<file path="src/rtl/text_line_renderer_if.sv">
// ---------------------------------------------------------------------------
// text_line_renderer_if
//   Groups the signals of text_line_renderer other than its clock, reset and
//   pixel enable:
//     * character write port  : wr_en, wr_idx, wr_char
//     * font glyph ROM port   : character_select, rom_addr, rom_col -> ROM,
//                               rom_bit <- ROM (combinational)
//     * video output          : hsync, vsync, video_on, rgb, frame_start
//   Modports
//     master : the surrounding system. It writes characters, hosts the font
//              ROM and consumes the video.
//     slave  : the renderer.
// ---------------------------------------------------------------------------
interface text_line_renderer_if;
  logic       wr_en;
  logic [3:0] wr_idx;
  logic [4:0] wr_char;

  logic [4:0] character_select;
  logic [3:0] rom_addr;
  logic [2:0] rom_col;
  logic       rom_bit;

  logic       hsync;
  logic       vsync;
  logic       video_on;
  logic [7:0] rgb;
  logic       frame_start;

  modport master (
    output wr_en, wr_idx, wr_char, rom_bit,
    input  character_select, rom_addr, rom_col,
    input  hsync, vsync, video_on, rgb, frame_start
  );

  modport slave (
    input  wr_en, wr_idx, wr_char, rom_bit,
    output character_select, rom_addr, rom_col,
    output hsync, vsync, video_on, rgb, frame_start
  );
endinterface

</file>
<file path="src/rtl/text_line_renderer.sv">
// ---------------------------------------------------------------------------
// text_line_renderer
//   Generates 640x480@60 raster timing and overlays one line of N_CHARS text
//   characters at (ORG_X, ORG_Y). Pixels come from an external font glyph
//   ROM and are returned as RGB332 video.
//
//   Characters are written into a shadow buffer. The shadow buffer is copied
//   to the display buffer once per frame, at the raster wrap to (0,0), so
//   the text never changes partway through a frame.
//
//   Pipeline, advanced only on pix_ce:
//     stage 0 : combinational decode of h_cnt/v_cnt
//     stage 1 : registered ROM address (character_select/rom_addr/rom_col)
//     stage 2 : registered rgb, with hsync/vsync/video_on aligned to rgb
//
//   Ports
//     clk, rst_n : system clock, asynchronous active-low reset
//     pix_ce     : pixel-rate enable (one clk in two at 50 MHz)
//     bus        : text_line_renderer_if.slave. Carries the write port, the
//                  font ROM port and the video outputs.
//
//   Optional feature
//     TEXT_SCALE2_EN : when defined, glyphs are drawn at 2x size. The text
//                      box becomes 16*N_CHARS wide and 32 lines tall. Latency
//                      and timing do not change.
// ---------------------------------------------------------------------------
module text_line_renderer #(
  parameter int          H_ACTIVE = 640,
  parameter int          H_FP     = 16,
  parameter int          H_SYNC   = 96,
  parameter int          H_BP     = 48,
  parameter int          V_ACTIVE = 480,
  parameter int          V_FP     = 10,
  parameter int          V_SYNC   = 2,
  parameter int          V_BP     = 33,
  parameter int          N_CHARS  = 16,
  parameter int          ORG_X    = 256,
  parameter int          ORG_Y    = 224,
  parameter logic [7:0]  FG_COLOR = 8'hFF,
  parameter logic [7:0]  BG_COLOR = 8'h00
) (
  input  logic                  clk,
  input  logic                  rst_n,
  input  logic                  pix_ce,
  text_line_renderer_if.slave   bus
);

`ifdef TEXT_SCALE2_EN
  localparam int SCALE_LOG2 = 1;
`else
  localparam int SCALE_LOG2 = 0;
`endif

  localparam int H_TOTAL = H_ACTIVE + H_FP + H_SYNC + H_BP;
  localparam int V_TOTAL = V_ACTIVE + V_FP + V_SYNC + V_BP;

  localparam logic [9:0] H_LAST   = 10'(H_TOTAL - 1);
  localparam logic [9:0] V_LAST   = 10'(V_TOTAL - 1);
  localparam logic [9:0] H_ACT    = 10'(H_ACTIVE);
  localparam logic [9:0] V_ACT    = 10'(V_ACTIVE);
  localparam logic [9:0] HS_START = 10'(H_ACTIVE + H_FP);
  localparam logic [9:0] HS_END   = 10'(H_ACTIVE + H_FP + H_SYNC);
  localparam logic [9:0] VS_START = 10'(V_ACTIVE + V_FP);
  localparam logic [9:0] VS_END   = 10'(V_ACTIVE + V_FP + V_SYNC);
  localparam logic [9:0] TX_X0    = 10'(ORG_X);
  localparam logic [9:0] TX_X1    = 10'(ORG_X + ((8 * N_CHARS) << SCALE_LOG2));
  localparam logic [9:0] TX_Y0    = 10'(ORG_Y);
  localparam logic [9:0] TX_Y1    = 10'(ORG_Y + (16 << SCALE_LOG2));

  localparam logic [4:0] N_SLOTS  = 5'(N_CHARS);
  localparam logic [4:0] BLANK    = 5'd15;

  // ---------------------------------------------------------------------
  // Raster counters
  // ---------------------------------------------------------------------
  logic [9:0] h_cnt, v_cnt;
  logic       h_wrap, frame_wrap;

  assign h_wrap     = (h_cnt == H_LAST);
  assign frame_wrap = h_wrap && (v_cnt == V_LAST);

  // NOTE: every clocked block uses non-blocking assignments. Each block then
  // reads the values that were present before the edge. The frame copy
  // depends on this: it takes the old shadow contents, so a write on the
  // same edge lands in the shadow buffer only.
  always_ff @(posedge clk or negedge rst_n) begin
    if (!rst_n) begin
      h_cnt <= '0;
      v_cnt <= '0;
    end else if (pix_ce) begin
      if (h_wrap) begin
        h_cnt <= '0;
        v_cnt <= (v_cnt == V_LAST) ? '0 : v_cnt + 10'd1;
      end else begin
        h_cnt <= h_cnt + 10'd1;
      end
    end
  end

  // ---------------------------------------------------------------------
  // Character buffers. Each has 16 slots, because the index is always 4
  // bits wide. Only slots below N_CHARS are ever written or displayed.
  // ---------------------------------------------------------------------
  logic [4:0] shadow [16];
  logic [4:0] disp   [16];
  logic       wr_ok;

  assign wr_ok = bus.wr_en && ({1'b0, bus.wr_idx} < N_SLOTS);

  // NOTE: both buffers are small flop arrays, not RAM. They are reset so
  // that the screen comes up blank without a software clear.
  always_ff @(posedge clk or negedge rst_n) begin
    if (!rst_n) begin
      for (int i = 0; i < 16; i++) begin
        shadow[i] <= BLANK;
        disp[i]   <= BLANK;
      end
      bus.frame_start <= 1'b0;
    end else begin
      if (wr_ok) shadow[bus.wr_idx] <= bus.wr_char;
      if (pix_ce && frame_wrap) disp <= shadow;
      bus.frame_start <= pix_ce && frame_wrap;
    end
  end

  // ---------------------------------------------------------------------
  // Stage 0: decode of the current raster position
  // ---------------------------------------------------------------------
  logic       active, in_text, hs0, vs0;
  logic [9:0] dx, dy;
  logic [3:0] slot;
  logic [3:0] glyph_row;
  logic [2:0] glyph_col;

  // NOTE: every output of this block gets a value on every pass through it.
  // There is no path that leaves an output unassigned, so no latch is
  // inferred.
  always_comb begin
    active    = (h_cnt < H_ACT) && (v_cnt < V_ACT);
    hs0       = !((h_cnt >= HS_START) && (h_cnt < HS_END));
    vs0       = !((v_cnt >= VS_START) && (v_cnt < VS_END));
    in_text   = active && (h_cnt >= TX_X0) && (h_cnt < TX_X1)
                       && (v_cnt >= TX_Y0) && (v_cnt < TX_Y1);
    dx        = h_cnt - TX_X0;
    dy        = v_cnt - TX_Y0;
    // Each glyph is 8 columns by 16 rows, with every pixel repeated
    // 2^SCALE_LOG2 times in each direction. Glyph bit 7 is the leftmost
    // pixel, so the column index runs in reverse.
    slot      = 4'(dx >> (3 + SCALE_LOG2));
    glyph_row = 4'(dy >> SCALE_LOG2);
    glyph_col = 3'd7 - 3'(dx >> SCALE_LOG2);
  end

  // ---------------------------------------------------------------------
  // Stages 1 and 2
  // ---------------------------------------------------------------------
  logic active1, in_text1, hs1, vs1;

  always_ff @(posedge clk or negedge rst_n) begin
    if (!rst_n) begin
      bus.character_select <= BLANK;
      bus.rom_addr         <= '0;
      bus.rom_col          <= '0;
      active1              <= 1'b0;
      in_text1             <= 1'b0;
      hs1                  <= 1'b1;
      vs1                  <= 1'b1;
      bus.rgb              <= '0;
      bus.hsync            <= 1'b1;
      bus.vsync            <= 1'b1;
      bus.video_on         <= 1'b0;
    end else if (pix_ce) begin
      // Stage 1: present the glyph address to the ROM.
      bus.character_select <= in_text ? disp[slot] : BLANK;
      bus.rom_addr         <= in_text ? glyph_row  : 4'd0;
      bus.rom_col          <= in_text ? glyph_col  : 3'd0;
      active1              <= active;
      in_text1             <= in_text;
      hs1                  <= hs0;
      vs1                  <= vs0;
      // Stage 2: the ROM's answer to stage 1 becomes the pixel colour.
      if (!active1)                     bus.rgb <= '0;
      else if (in_text1 && bus.rom_bit) bus.rgb <= FG_COLOR;
      else                              bus.rgb <= BG_COLOR;
      bus.hsync            <= hs1;
      bus.vsync            <= vs1;
      bus.video_on         <= active1;
    end
  end

endmodule
</file>
<file path="src/flat_wrapper.sv">
// flat-port wrapper written by rule: the top's interface ports become plain ports
module text_line_renderer_flat 
#(
  parameter int          H_ACTIVE = 640,
  parameter int          H_FP     = 16,
  parameter int          H_SYNC   = 96,
  parameter int          H_BP     = 48,
  parameter int          V_ACTIVE = 480,
  parameter int          V_FP     = 10,
  parameter int          V_SYNC   = 2,
  parameter int          V_BP     = 33,
  parameter int          N_CHARS  = 16,
  parameter int          ORG_X    = 256,
  parameter int          ORG_Y    = 224,
  parameter logic [7:0]  FG_COLOR = 8'hFF,
  parameter logic [7:0]  BG_COLOR = 8'h00
)
  (clk, rst_n, pix_ce, bus_wr_en, bus_wr_idx, bus_wr_char, bus_rom_bit, bus_character_select, bus_rom_addr, bus_rom_col, bus_hsync, bus_vsync, bus_video_on, bus_rgb, bus_frame_start);
  text_line_renderer_if bus_i ();
  input  logic clk;
  input  logic rst_n;
  input  logic pix_ce;
  input wire logic [$bits(bus_i.wr_en)-1:0] bus_wr_en;
  input wire logic [$bits(bus_i.wr_idx)-1:0] bus_wr_idx;
  input wire logic [$bits(bus_i.wr_char)-1:0] bus_wr_char;
  input wire logic [$bits(bus_i.rom_bit)-1:0] bus_rom_bit;
  output wire logic [$bits(bus_i.character_select)-1:0] bus_character_select;
  output wire logic [$bits(bus_i.rom_addr)-1:0] bus_rom_addr;
  output wire logic [$bits(bus_i.rom_col)-1:0] bus_rom_col;
  output wire logic [$bits(bus_i.hsync)-1:0] bus_hsync;
  output wire logic [$bits(bus_i.vsync)-1:0] bus_vsync;
  output wire logic [$bits(bus_i.video_on)-1:0] bus_video_on;
  output wire logic [$bits(bus_i.rgb)-1:0] bus_rgb;
  output wire logic [$bits(bus_i.frame_start)-1:0] bus_frame_start;
  assign bus_i.wr_en = bus_wr_en;
  assign bus_i.wr_idx = bus_wr_idx;
  assign bus_i.wr_char = bus_wr_char;
  assign bus_i.rom_bit = bus_rom_bit;
  assign bus_character_select = bus_i.character_select;
  assign bus_rom_addr = bus_i.rom_addr;
  assign bus_rom_col = bus_i.rom_col;
  assign bus_hsync = bus_i.hsync;
  assign bus_vsync = bus_i.vsync;
  assign bus_video_on = bus_i.video_on;
  assign bus_rgb = bus_i.rgb;
  assign bus_frame_start = bus_i.frame_start;
  text_line_renderer #(.H_ACTIVE(H_ACTIVE), .H_FP(H_FP), .H_SYNC(H_SYNC), .H_BP(H_BP), .V_ACTIVE(V_ACTIVE), .V_FP(V_FP), .V_SYNC(V_SYNC), .V_BP(V_BP), .N_CHARS(N_CHARS), .ORG_X(ORG_X), .ORG_Y(ORG_Y), .FG_COLOR(FG_COLOR), .BG_COLOR(BG_COLOR)) u_core (.clk(clk), .rst_n(rst_n), .pix_ce(pix_ce), .bus(bus_i));
endmodule
</file>
<file path="config.mk">
export PLATFORM = sky130hd
export DESIGN_NAME = text_line_renderer_flat
export DESIGN_NICKNAME = d
export VERILOG_FILES = /design/src/rtl/text_line_renderer_if.sv /design/src/rtl/text_line_renderer.sv /design/src/flat_wrapper.sv
export SDC_FILE = /design/constraint.sdc
export NUM_CORES = 1
export LEC_CHECK = 0
export ABC_AREA = 1
export BUFFER_PORTS_ARGS = -buffer_cell sky130_fd_sc_hd__buf_2
export CAP_MARGIN = 20
export CORE_UTILIZATION = 55
export DETAILED_ROUTE_END_ITERATION = 16
export PLACE_DENSITY = 0.75
export SKIP_CTS_REPAIR_TIMING = 1
export SLEW_MARGIN = 15
export SYNTH_ARGS = -nofsm -noshare
export SYNTH_HDL_FRONTEND = slang
export SYNTH_SLANG_ARGS = --single-unit
</file>
<file path="constraint.sdc">
create_clock -name clk -period 3.8 [get_ports clk]
set_input_delay 0.76 -clock clk [delete_from_list [all_inputs] [get_ports clk]]
set_output_delay 0.76 -clock clk [all_outputs]
set_load 0.02 [all_outputs]
</file>
==> metrics.txt, run 1 <==
fraction of layout cells with a size suffix above 1=between 20% and 30%; combined buffer and inverter count along the critical path=4; number of maximum-capacitance violations=0; ANT nets after route=0; placer's final routability congestion estimate=~0.86; clock share of power=approximately a third; Post-Synthesis Cell Area=around 0.009 mm2; Data required, critical path=between 4 and 5 ns; leading cell types by total area after synthesis=dfstp_2, nand2_1, dfrtp_1; clock transition at the register clock pins on the worst setup and hold paths after CTS=about 0.060 ns; start-to-end type of the worst setup path=reg -> reg; worst clock skew=roughly 0.014 ns; clock root buffer=clkbuf_16; arrival time of data at the critical path endpoint=around 2.9 ns; Die ar.=0.0172 mm2; core box area=0.0161 mm2; count of TritonRoute iterations in the first routing pass=6; number of clock sinks=~200; Pleak=4.80 nW; CP Launch Type=flop; Max stage delay cell, worst path=buf_4; highest attainable clock frequency=409 MHz; area growth from synthesis to layout=10.3%; post-layout power=roughly 5.8 mW; combinational share of power=about a fifth; remaining global-route overflow=0; critical path's most frequent cell=nand2_1; portion of synthesized cell area occupied by the leading cell type=approximately two fifths; Ys Warns=0; crit-path max FO=47; most common library cell in the layout ignoring fill and taps=nand2_1; number of setup violations in the final report=0; Max stage delay on crit path=around 0.47 ns; initial standard-cell utilization of the core=57.0%; Cell Int Power=about 4 mW; synthesized flop and latch total=between 200 and 250; clock tree from TritonCTS=done; I/O pin cnt=38; NumNets Final=approximately 1200; number of antenna violations at the first check in global routing=0; total clock buffers created by CTS=22; Avg Inst Size Synth=around 8.2 um2; # diodes=0; setup repair after global routing missed its margin=no; wire per inst=roughly 15 um; commonest non-fill, non-tap cells in the layout=nand2_1, dfstp_2, inv_1, o21ai_0, dfrtp_1; net load switching power=1.81 mW; headroom to the max-slew limit=between 20 and 30%; Final Hold Vio Count=0; floorplan die width=roughly 130 um; hpwl dp=about 13 mm; number of library cell types mapped by synthesis=29; portion of the post-synthesis area used by sequential elements=~57%; Power Dens Cells=575 mW/mm2; via count normalized by instance count=approximately 5.2; worst min path class=in -> async; multi-input gate area in the final layout=approximately 0.0032 mm2; Cells after Synth=approximately 1100; remaining design rule violation count=0; WL final=slightly above 20 mm; wire length of the first global-routing pass=roughly 34 mm; number of vias after detailed routing=just over 7000; min cycle time layout=2.45 ns; Cell Chain, Critical Path=buf_4 -> nand2_1 -> nor2_1 -> nand3_2 -> inv_2 -> nand2_2 -> inv_2 -> buf_12 -> nand2_1 -> nand2_1; minimum hold slack=0.270 ns; clock network latency to the later pin of the worst-skew pair=about 0.5 ns; via count of the first global-routing pass=~6700; Total GRT Usage=roughly 26%; DRT iter0 DRCs=599; count of filler cells inserted in the layout=around 1400; Syn Nets=about 1100; fraction of power consumed by sequential logic=46.1%; area taken by flip-flops and latches=roughly 0.0052 mm2; slew at the pin closest to its max-slew limit=~1.1 ns; Max H-tree Level=1; final clock period utilization by the worst path=64.4%; outcome=finished clean; height of the chip=between 100 and 150 um; Sum Neg Setup Slack=0 ns; CP Capture Type=flop; maximum number of buffers from clock root to sink=3; fraction of power spent switching nets=between 30% and 40%; I/O Buffers=37; top cell family by delay on the critical path=buffers and inverters; number of pins exceeding their max-slew limit in the final report=0; Std-Cell Rows=46; largest net degree at the start of global routing=between 90 and 100; most area-hungry cell type in the Yosys netlist=dfstp_2; VDD IR max=between 0.3 and 0.4 mV
==> stage by stage <==
| step | setup slack (ns) | instance area [um2] | std cells | utilization [%] |
|---|---|---|---|---|
| 5_1_grt | 1.18 | 10100 | 1373 | 62.9 |
| 3_3_place_gp | 1.21 | 9430 | 1334 | 58.7 |
| 4_1_cts | 1.35 | 10100 | 1373 | 62.9 |
| 2_1_floorplan | 1.88 | 9160 | 1123 | - |
| 6_report | 1.35 | 10100 | 1373 | 62.9 |
| 3_5_place_dp | 1.17 | 9430 | 1334 | 58.7 |
==> cell families (layout without fill, tap and decap cells) <==
group	after synthesis	count (layout)	share of synthesized area [%]
AO/OA/AOI/OAI	124	124	6.85
XOR/XNOR	5	5	0.478
adder cells (fa/ha/maj)	3	3	0.410
buffers and inverters	177	211	8.19
flip-flops	201	201	56.8
AND/OR/NAND/NOR	613	613	27.3
==> cell type report <==
type	instances	area share [%]
repair buffers	44	2.69
flip-flops and latches	201	51.5
clock inverters	5	0.235
well taps	216	2.68
multi-input cells	745	31.8
inverters	128	4.76
clock buffers	34	6.40
==> final timing paths <==
path / from / end / slack [ns] / depth (start not counted)
min: rst_n / u_core.h_cnt[4] / 0.27 / 1
max in group asynchronous: rst_n / u_core.shadow[38] / 2.65 / 2
min reg2reg: u_core.shadow[40] / u_core.disp[40] / 0.45 / 2
max: u_core.h_cnt[3] / u_core.disp[37] / 1.35 / 10
max reg2reg: u_core.h_cnt[3] / u_core.disp[37] / 1.35 / 10
min in group clk: u_core.shadow[40] / u_core.disp[40] / 0.45 / 2
==> worst register-to-register path, cell delays in order, from the launching register on <==
cell and delay [ns]:
dfrtp_1 0.35, buf_4 0.47, nand2_1 0.15, nor2_1 0.16, nand3_2 0.18, inv_2 0.11
nand2_2 0.06, inv_2 0.43, buf_12 0.30, nand2_1 0.09, nand2_1 0.08
==> synthesized netlist by cell type <==
cell,count
nand2_1,475
dfstp_2,136
inv_1,123
o21ai_0,118
dfrtp_1,65
nand3_1,61
nor2_1,31
clkbuf_1,20
buf_2,17
nand4_1,10
nor3_1,10
nand2_2,9
or2_2,9
buf_4,7
buf_6,5
a21oi_1,4
ha_1,3
inv_2,3
xor2_1,3
clkinv_1,2
nor3_2,2
nor4_1,2
xnor2_1,2
and3_1,1
nand3_2,1
nor3b_1,1
nor4_2,1
o21bai_1,1
o41ai_1,1
==> layer usage <==
| layer | track usage (%) | up-vias | share of wire (%) |
|---|---|---|---|
| met5 | 0 | - | 0 |
| met1 | 36.6 | 3425 | 46 |
| met2 | 41.1 | 220 | 46 |
| met4 | 8.32 | 0 | 2.8 |
| met3 | 3.09 | 38 | 5.6 |
| li1 | - | 3515 | - |
==> power groups by stage <==
stage | Clock, mW | Sequential (mW) | Combinational [mW]
after floorplan | 0 | 2.62 | 0.832
after global placement | 0 | 2.69 | 1.12
after detailed placement | 0 | 2.70 | 1.14
after CTS | 2.02 | 2.67 | 1.15
after global routing | 2.11 | 2.70 | 1.30
final | 1.98 | 2.67 | 1.15
==> flip-flops by register name (all words and copies together), names as in the netlist <==
signal,cells
u_core.bus.rom_addr,4
u_core.v_cnt,10
u_core.vs1,1
u_core.bus.vsync,1
u_core.bus.rgb,1
u_core.bus.hsync,1
u_core.bus.rom_col,3
u_core.hs1,1
u_core.bus.video_on,1
u_core.active1,1
u_core.h_cnt,10
u_core.bus.character_select,5
u_core.bus.frame_start,1
u_core.shadow,80
u_core.disp,80
u_core.in_text1,1
Note: power is estimated with default switching activity, not from simulation.
==> run 2: changes to the inputs <==
- ABC_AREA: 1 -> 0
- clock period: 3.8 -> 2.5 ns (I/O delays scaled with it)
==> run 2 against run 1 <==
Compared with the run above:
- sequential power rose by 51%
- synthesized area fell by 1.1%
- sequential share of layout area fell by 0.15 points
- cell area rose by 0.32%
- maximum frequency rose by 4.5%
- first-iteration DRC count fell by 24%
- count of clock-buffer cells in the layout did not move
- routed wire length fell by 16%
- power rose by 45%
- register-to-register slack got worse by 1.2 ns
- largest power group unchanged
==> metrics.txt, run 2 <==
floorplan die width=130 um; leading cell types by total area after synthesis=dfstp_2, dfrtp_1, mux2_2; clock network latency to the later pin of the worst-skew pair=about 0.5 ns; Max stage delay cell, worst path=or3_4; highest attainable clock frequency=roughly 430 MHz; most common library cell in the layout ignoring fill and taps=dfstp_2; remaining global-route overflow=0; Max stage delay on crit path=about 0.47 ns; most area-hungry cell type in the Yosys netlist=dfstp_2; Post-Synthesis Cell Area=roughly 0.0091 mm2; number of synthesized flops with an enable pin=0; I/O Buffers=37; outcome=finished clean; clock root buffer=clkbuf_16; reg2reg setup slack=roughly 0.16 ns; CP Capture Type=flop; CP Launch Type=flop; portion of the post-synthesis area used by sequential elements=between 50% and 60%; initial standard-cell utilization of the core=between 50% and 60%; # diodes=0; wire per inst=~20 um; Data required, critical path=just under 3 ns; hpwl dp=about 11 mm; leading cell type by number of instances after synthesis=dfstp_2; min cycle time layout=about 2.3 ns; minimum hold slack=about 0.0083 ns; crit-path max FO=63; core box area=between 0.015 and 0.02 mm2; Sum Neg Setup Slack=0 ns; Commonest cells post-synth=dfstp_2, mux2_2, dfrtp_1, mux2_4, nor2_1; remaining design rule violation count=0; number of pins exceeding their max-slew limit in the final report=0; Cells after Synth=588; number of library cell types mapped by synthesis=50; slack of the critical path=0.160 ns; Die ar.=approximately 0.017 mm2; VDD IR max=~0.52 mV; highest routing layer actually used=met4; total clock buffers created by CTS=22; WL final=~17 mm; maximum number of buffers from clock root to sink=3; height of the chip=130 um; headroom to the max-slew limit=59.1%; fraction of layout cells with a size suffix above 1=between 60% and 70%; top cell family by delay on the critical path=simple AND/OR/NAND/NOR gates; final clock period utilization by the worst path=a little over nine tenths; synthesized flop and latch total=between 200 and 250; post-layout power=roughly 8.4 mW; Ys Warns=0; Power Dens Cells=between 800 and 900 mW/mm2; NumNets Final=approximately 650; worst clock skew=~0.014 ns; proportion of synthesized flip-flops having asynchronous set or reset=100%; clock tree from TritonCTS=done; Pleak=4.22 nW; net load switching power=just over 2 mW; setup repair after global routing missed its margin=no; Total GRT Usage=roughly 22%; ANT nets after route=0; fraction of power spent switching nets=24.2%; via count normalized by instance count=about 5.7; Syn Nets=a little over 600; Std-Cell Rows=46; portion of synthesized cell area occupied by the leading cell type=about two fifths; clock transition at the register clock pins on the worst setup and hold paths after CTS=0.06 ns; number of clock sinks=between 200 and 250; wire length of the first global-routing pass=~28 mm; met2 wire length=~8.5 mm; number of vias after detailed routing=slightly below 5000; WL met3=between 700 and 800 um; number of setup violations in the final report=0; Met1 Routed Length=7.82 mm; clock share of power=roughly two fifths; largest net degree at the start of global routing=74; DRT iter0 DRCs=between 400 and 500; arrival time of data at the critical path endpoint=between 2 and 3 ns; placer's final routability congestion estimate=0.869; number of antenna violations at the first check in global routing=0; Post-Route Utilization=a little over three fifths; slew at the pin closest to its max-slew limit=0.612 ns; top flop regs=u_core.disp (80), u_core.shadow (80); combinational share of power=13.0%; Cell Chain, Critical Path=ha_1 -> nand4_4 -> or3_4 -> nor2_4 -> buf_12 -> mux2_2; number of maximum-capacitance violations=0; Max H-tree Level=1; count of TritonRoute iterations in the first routing pass=4; area growth from synthesis to layout=11.9%; I/O pin cnt=38; Avg Inst Size Synth=15.4 um2; Cell Int Power=6.39 mW; pre-CTS worst setup slack=0.171 ns; Final Hold Vio Count=0; worst min path class=in -> async; start-to-end type of the worst setup path=reg -> reg; Post-synth top flop=dfstp_2; fraction of power consumed by sequential logic=roughly 48%; via count of the first global-routing pass=just over 5000; commonest non-fill, non-tap cells in the layout=dfstp_2, mux2_2, dfrtp_1, mux2_4, buf_2; combined buffer and inverter count along the critical path=1
-- run 2: metal layers --
layer / vias to the layer above / GRT usage, %
li1: 2203 / -
met1: 2561 / 31.1
met2: 104 / 35.9
met3: 28 / 2.95
met4: 0 / 5.75
met5: - / 0
-- run 2: area by class of cell --
type                       instances  area (um2)
fill                            1170        5870
sequential                       201        5200
multi-input combinational        345        3520
clock buffer                      34         677
timing repair buffer              54         359
tap                              216         270
clock inverter                     5        78.8
inverter                           6        22.5
-- run 2: logic make-up after synthesis --
group	Yosys count	share of synthesized area, %
adder cells (fa/ha/maj)	3	0.415
AO/OA/AOI/OAI	38	3.12
XOR/XNOR	15	1.45
flip-flops	201	57.4
AND/OR/NAND/NOR	98	6.07
multiplexers	191	27.9
buffers and inverters	42	3.67
-- run 2: worst reg2reg max path, cell delays in order, from the launching register on --
cell and delay (ns):
dfrtp_1 0.41, ha_1 0.25, nand4_4 0.17, or3_4 0.47, nor2_4 0.15, buf_12 0.37, mux2_2 0.45
-- run 2: worst paths after layout --
path,from,to,cells after the start
max,u_core.h_cnt[0],u_core.disp[10],6
min,rst_n,u_core.disp[74],1
max reg2reg,u_core.h_cnt[0],u_core.disp[10],6
min reg2reg,u_core.in_text1,u_core.in_text1,1
max in group asynchronous,rst_n,u_core.disp[20],2
min in group clk,bus_rom_bit,u_core.bus.rgb[6],3
-- run 2: power groups by stage --
stage	logic, mW	registers [mW]	clock network [mW]
floorplan	0.808	4.00	0
global placement	1.06	4.03	0
detailed placement	1.10	4.07	0
CTS	1.11	4.02	3.38
global route	1.19	4.07	3.51
finish	1.09	4.02	3.32
-- run 2: stage by stage --
| stage | std cells | cell area (um2) |
|---|---|---|
| final | 861 | 10100 |
| after global routing | 861 | 10100 |
| after CTS | 861 | 10100 |
| after detailed placement | 822 | 9380 |
| after global placement | 822 | 9380 |
| after floorplan | 588 | 9060 |
==> run 3: changes to the inputs <==
--- a/config.mk
+++ b/config.mk
@@ -11,2 +11,3 @@
 export CORE_UTILIZATION = 55
+export CTS_CLUSTER_DIAMETER = 120
 export DETAILED_ROUTE_END_ITERATION = 16
==> constraint.sdc (replaced) <==
create_clock -name clk -period 2.5 [get_ports clk]
set_input_delay 0.25 -clock clk [delete_from_list [all_inputs] [get_ports clk]]
set_output_delay 0.25 -clock clk [all_outputs]
set_load 0.02 [all_outputs]
==> run 3 against run 2 <==
Compared with the run above:
- clock skew decreased by 0.0062 ns
- critical path type unchanged
- clock power is essentially flat
- final cell count rose by 0.46%
- utilization is 0.45 points higher
- critical endpoint is now u_core.disp[12]
==> metrics.txt, run 3 (same netlist as run 2, synthesis figures left out) <==
outcome=finished clean; number of vias after detailed routing=approximately 4900; start-to-end type of the worst setup path=reg -> reg; pre-CTS worst setup slack=about 0.18 ns; VDD IR max=about 0.55 mV; I/O Buffers=37; count of TritonRoute iterations in the first routing pass=5; headroom to the max-slew limit=a little under three fifths; maximum number of buffers from clock root to sink=3; Sum Neg Setup Slack=0 ns; highest attainable clock frequency=between 400 and 500 MHz; Max H-tree Level=1; slew at the pin closest to its max-slew limit=between 0.6 and 0.7 ns; Power Dens Cells=slightly above 800 mW/mm2; initial standard-cell utilization of the core=a little under three fifths; final clock period utilization by the worst path=between 90% and 100%; Max stage delay cell, worst path=or3_4; Data required, critical path=a little under 3 ns; slack of the critical path=between 0.15 and 0.2 ns; min cycle time layout=approximately 2.3 ns; Final Hold Vio Count=0; top flop regs=u_core.disp (80), u_core.shadow (80); # diodes=0; final cell count without fillers=between 800 and 900; Die ar.=approximately 0.017 mm2; largest net degree at the start of global routing=76; Cell Chain, Critical Path=ha_1 -> nand4_4 -> or3_4 -> nor2_4 -> buf_12 -> mux2_2; wire per inst=~20 um; placer's final routability congestion estimate=about 0.80; clock tree from TritonCTS=done; total clock buffers created by CTS=22; core box area=between 0.015 and 0.02 mm2; via count normalized by instance count=about 5.7; Total GRT Usage=about 23%; number of maximum-capacitance violations=0; hpwl dp=between 10 and 15 mm; number of clock sinks=between 200 and 250; NumNets Final=650; wire length of the first global-routing pass=~29 mm; startpoint of the lowest-slack register-to-register path=u_core.h_cnt[0]; Reg2Reg Capture Point=u_core.disp[12]; number of setup violations in the final report=0; Pleak=between 4 and 5 nW; ANT nets after route=0; most common library cell in the layout ignoring fill and taps=dfstp_2; remaining design rule violation count=0; commonest non-fill, non-tap cells in the layout=dfstp_2, mux2_2, dfrtp_1, mux2_4, buf_2; worst min path class=in -> reg; Setup crit end=u_core.disp[12]; reg2reg setup slack=0.15 ns; DRT iter0 DRCs=350; clock transition at the register clock pins on the worst setup and hold paths after CTS=approximately 0.06 ns; arrival time of data at the critical path endpoint=between 2 and 3 ns; clock root buffer=clkbuf_16; via count of the first global-routing pass=approximately 5300; depth of the critical timing path with buffers and inverters included=6; setup repair after global routing missed its margin=no; fraction of layout cells with a size suffix above 1=a little over three fifths; combined buffer and inverter count along the critical path=1; I/O pin cnt=38; height of the chip=approximately 130 um; WL final=17.6 mm; remaining global-route overflow=0; Max stage delay on crit path=0.47 ns; number of pins exceeding their max-slew limit in the final report=0; Std-Cell Rows=46; CP Launch Type=flop; # placed instances=824; Critical path origin=u_core.h_cnt[0]; Post-Route Utilization=around 64%; CP Capture Type=flop; worst clock skew=0.00814 ns; length in cells of the worst reg-to-reg path=6; crit-path max FO=27; area growth from synthesis to layout=12.7%; post-layout power=8.46 mW; top cell family by delay on the critical path=simple AND/OR/NAND/NOR gates; clock network latency to the later pin of the worst-skew pair=~0.5 ns; floorplan die width=about 130 um; number of antenna violations at the first check in global routing=0
[run 3: worst min-delay path by stage]
stage                      startpoint                 to  slack [ns]  cells after the start
after floorplan                 rst_n     u_core.active1       -0.05                      0
after global placement          rst_n    u_core.disp[29]        0.31                      1
after detailed placement        rst_n    u_core.h_cnt[6]        0.32                      1
after CTS                       rst_n  u_core.shadow[29]       -0.21                      1
after global routing      bus_rom_bit  u_core.bus.rgb[6]        0.02                      3
final                     bus_rom_bit  u_core.bus.rgb[6]        0.02                      3
[run 3: per-layer routing]
metal | track usage [%] | wire [um]
met5 | 0.588 | 0
met4 | 6.22 | 408
met3 | 3.12 | 600
met2 | 38.1 | 8580
met1 | 31.0 | 8030
[run 3: cell type report]
class | instances | area, um2
Inverter | 6 | 22.5
Clock inverter | 5 | 75.1
Fill cell | 1175 | 5800
Clock buffer | 35 | 691
Timing Repair Buffer | 57 | 422
Tap cell | 216 | 270
Sequential cell | 201 | 5200
Multi-Input combinational cell | 345 | 3520
[run 3: metrics by stage]
step	hold WS [ns]	instance area, um2
2_1_floorplan	-0.0456	9060
6_report	0.0246	10200
3_5_place_dp	0.316	9430
4_1_cts	-0.206	10200
5_1_grt	0.0188	10200
3_3_place_gp	0.313	9430
[run 3: report_power, final]
group / internal (mW) / switching, mW / total (mW)
Combinational: 0.521 / 0.576 / 1.10
Sequential: 3.80 / 0.221 / 4.02
Clock: 2.09 / 1.25 / 3.34
[run 3: worst register-to-register path, cell delays in order (launching register included)]
cell and delay (ns):
dfrtp_1 0.42, ha_1 0.24, nand4_4 0.16, or3_4 0.47, nor2_4 0.33, buf_12 0.27
mux2_2 0.39
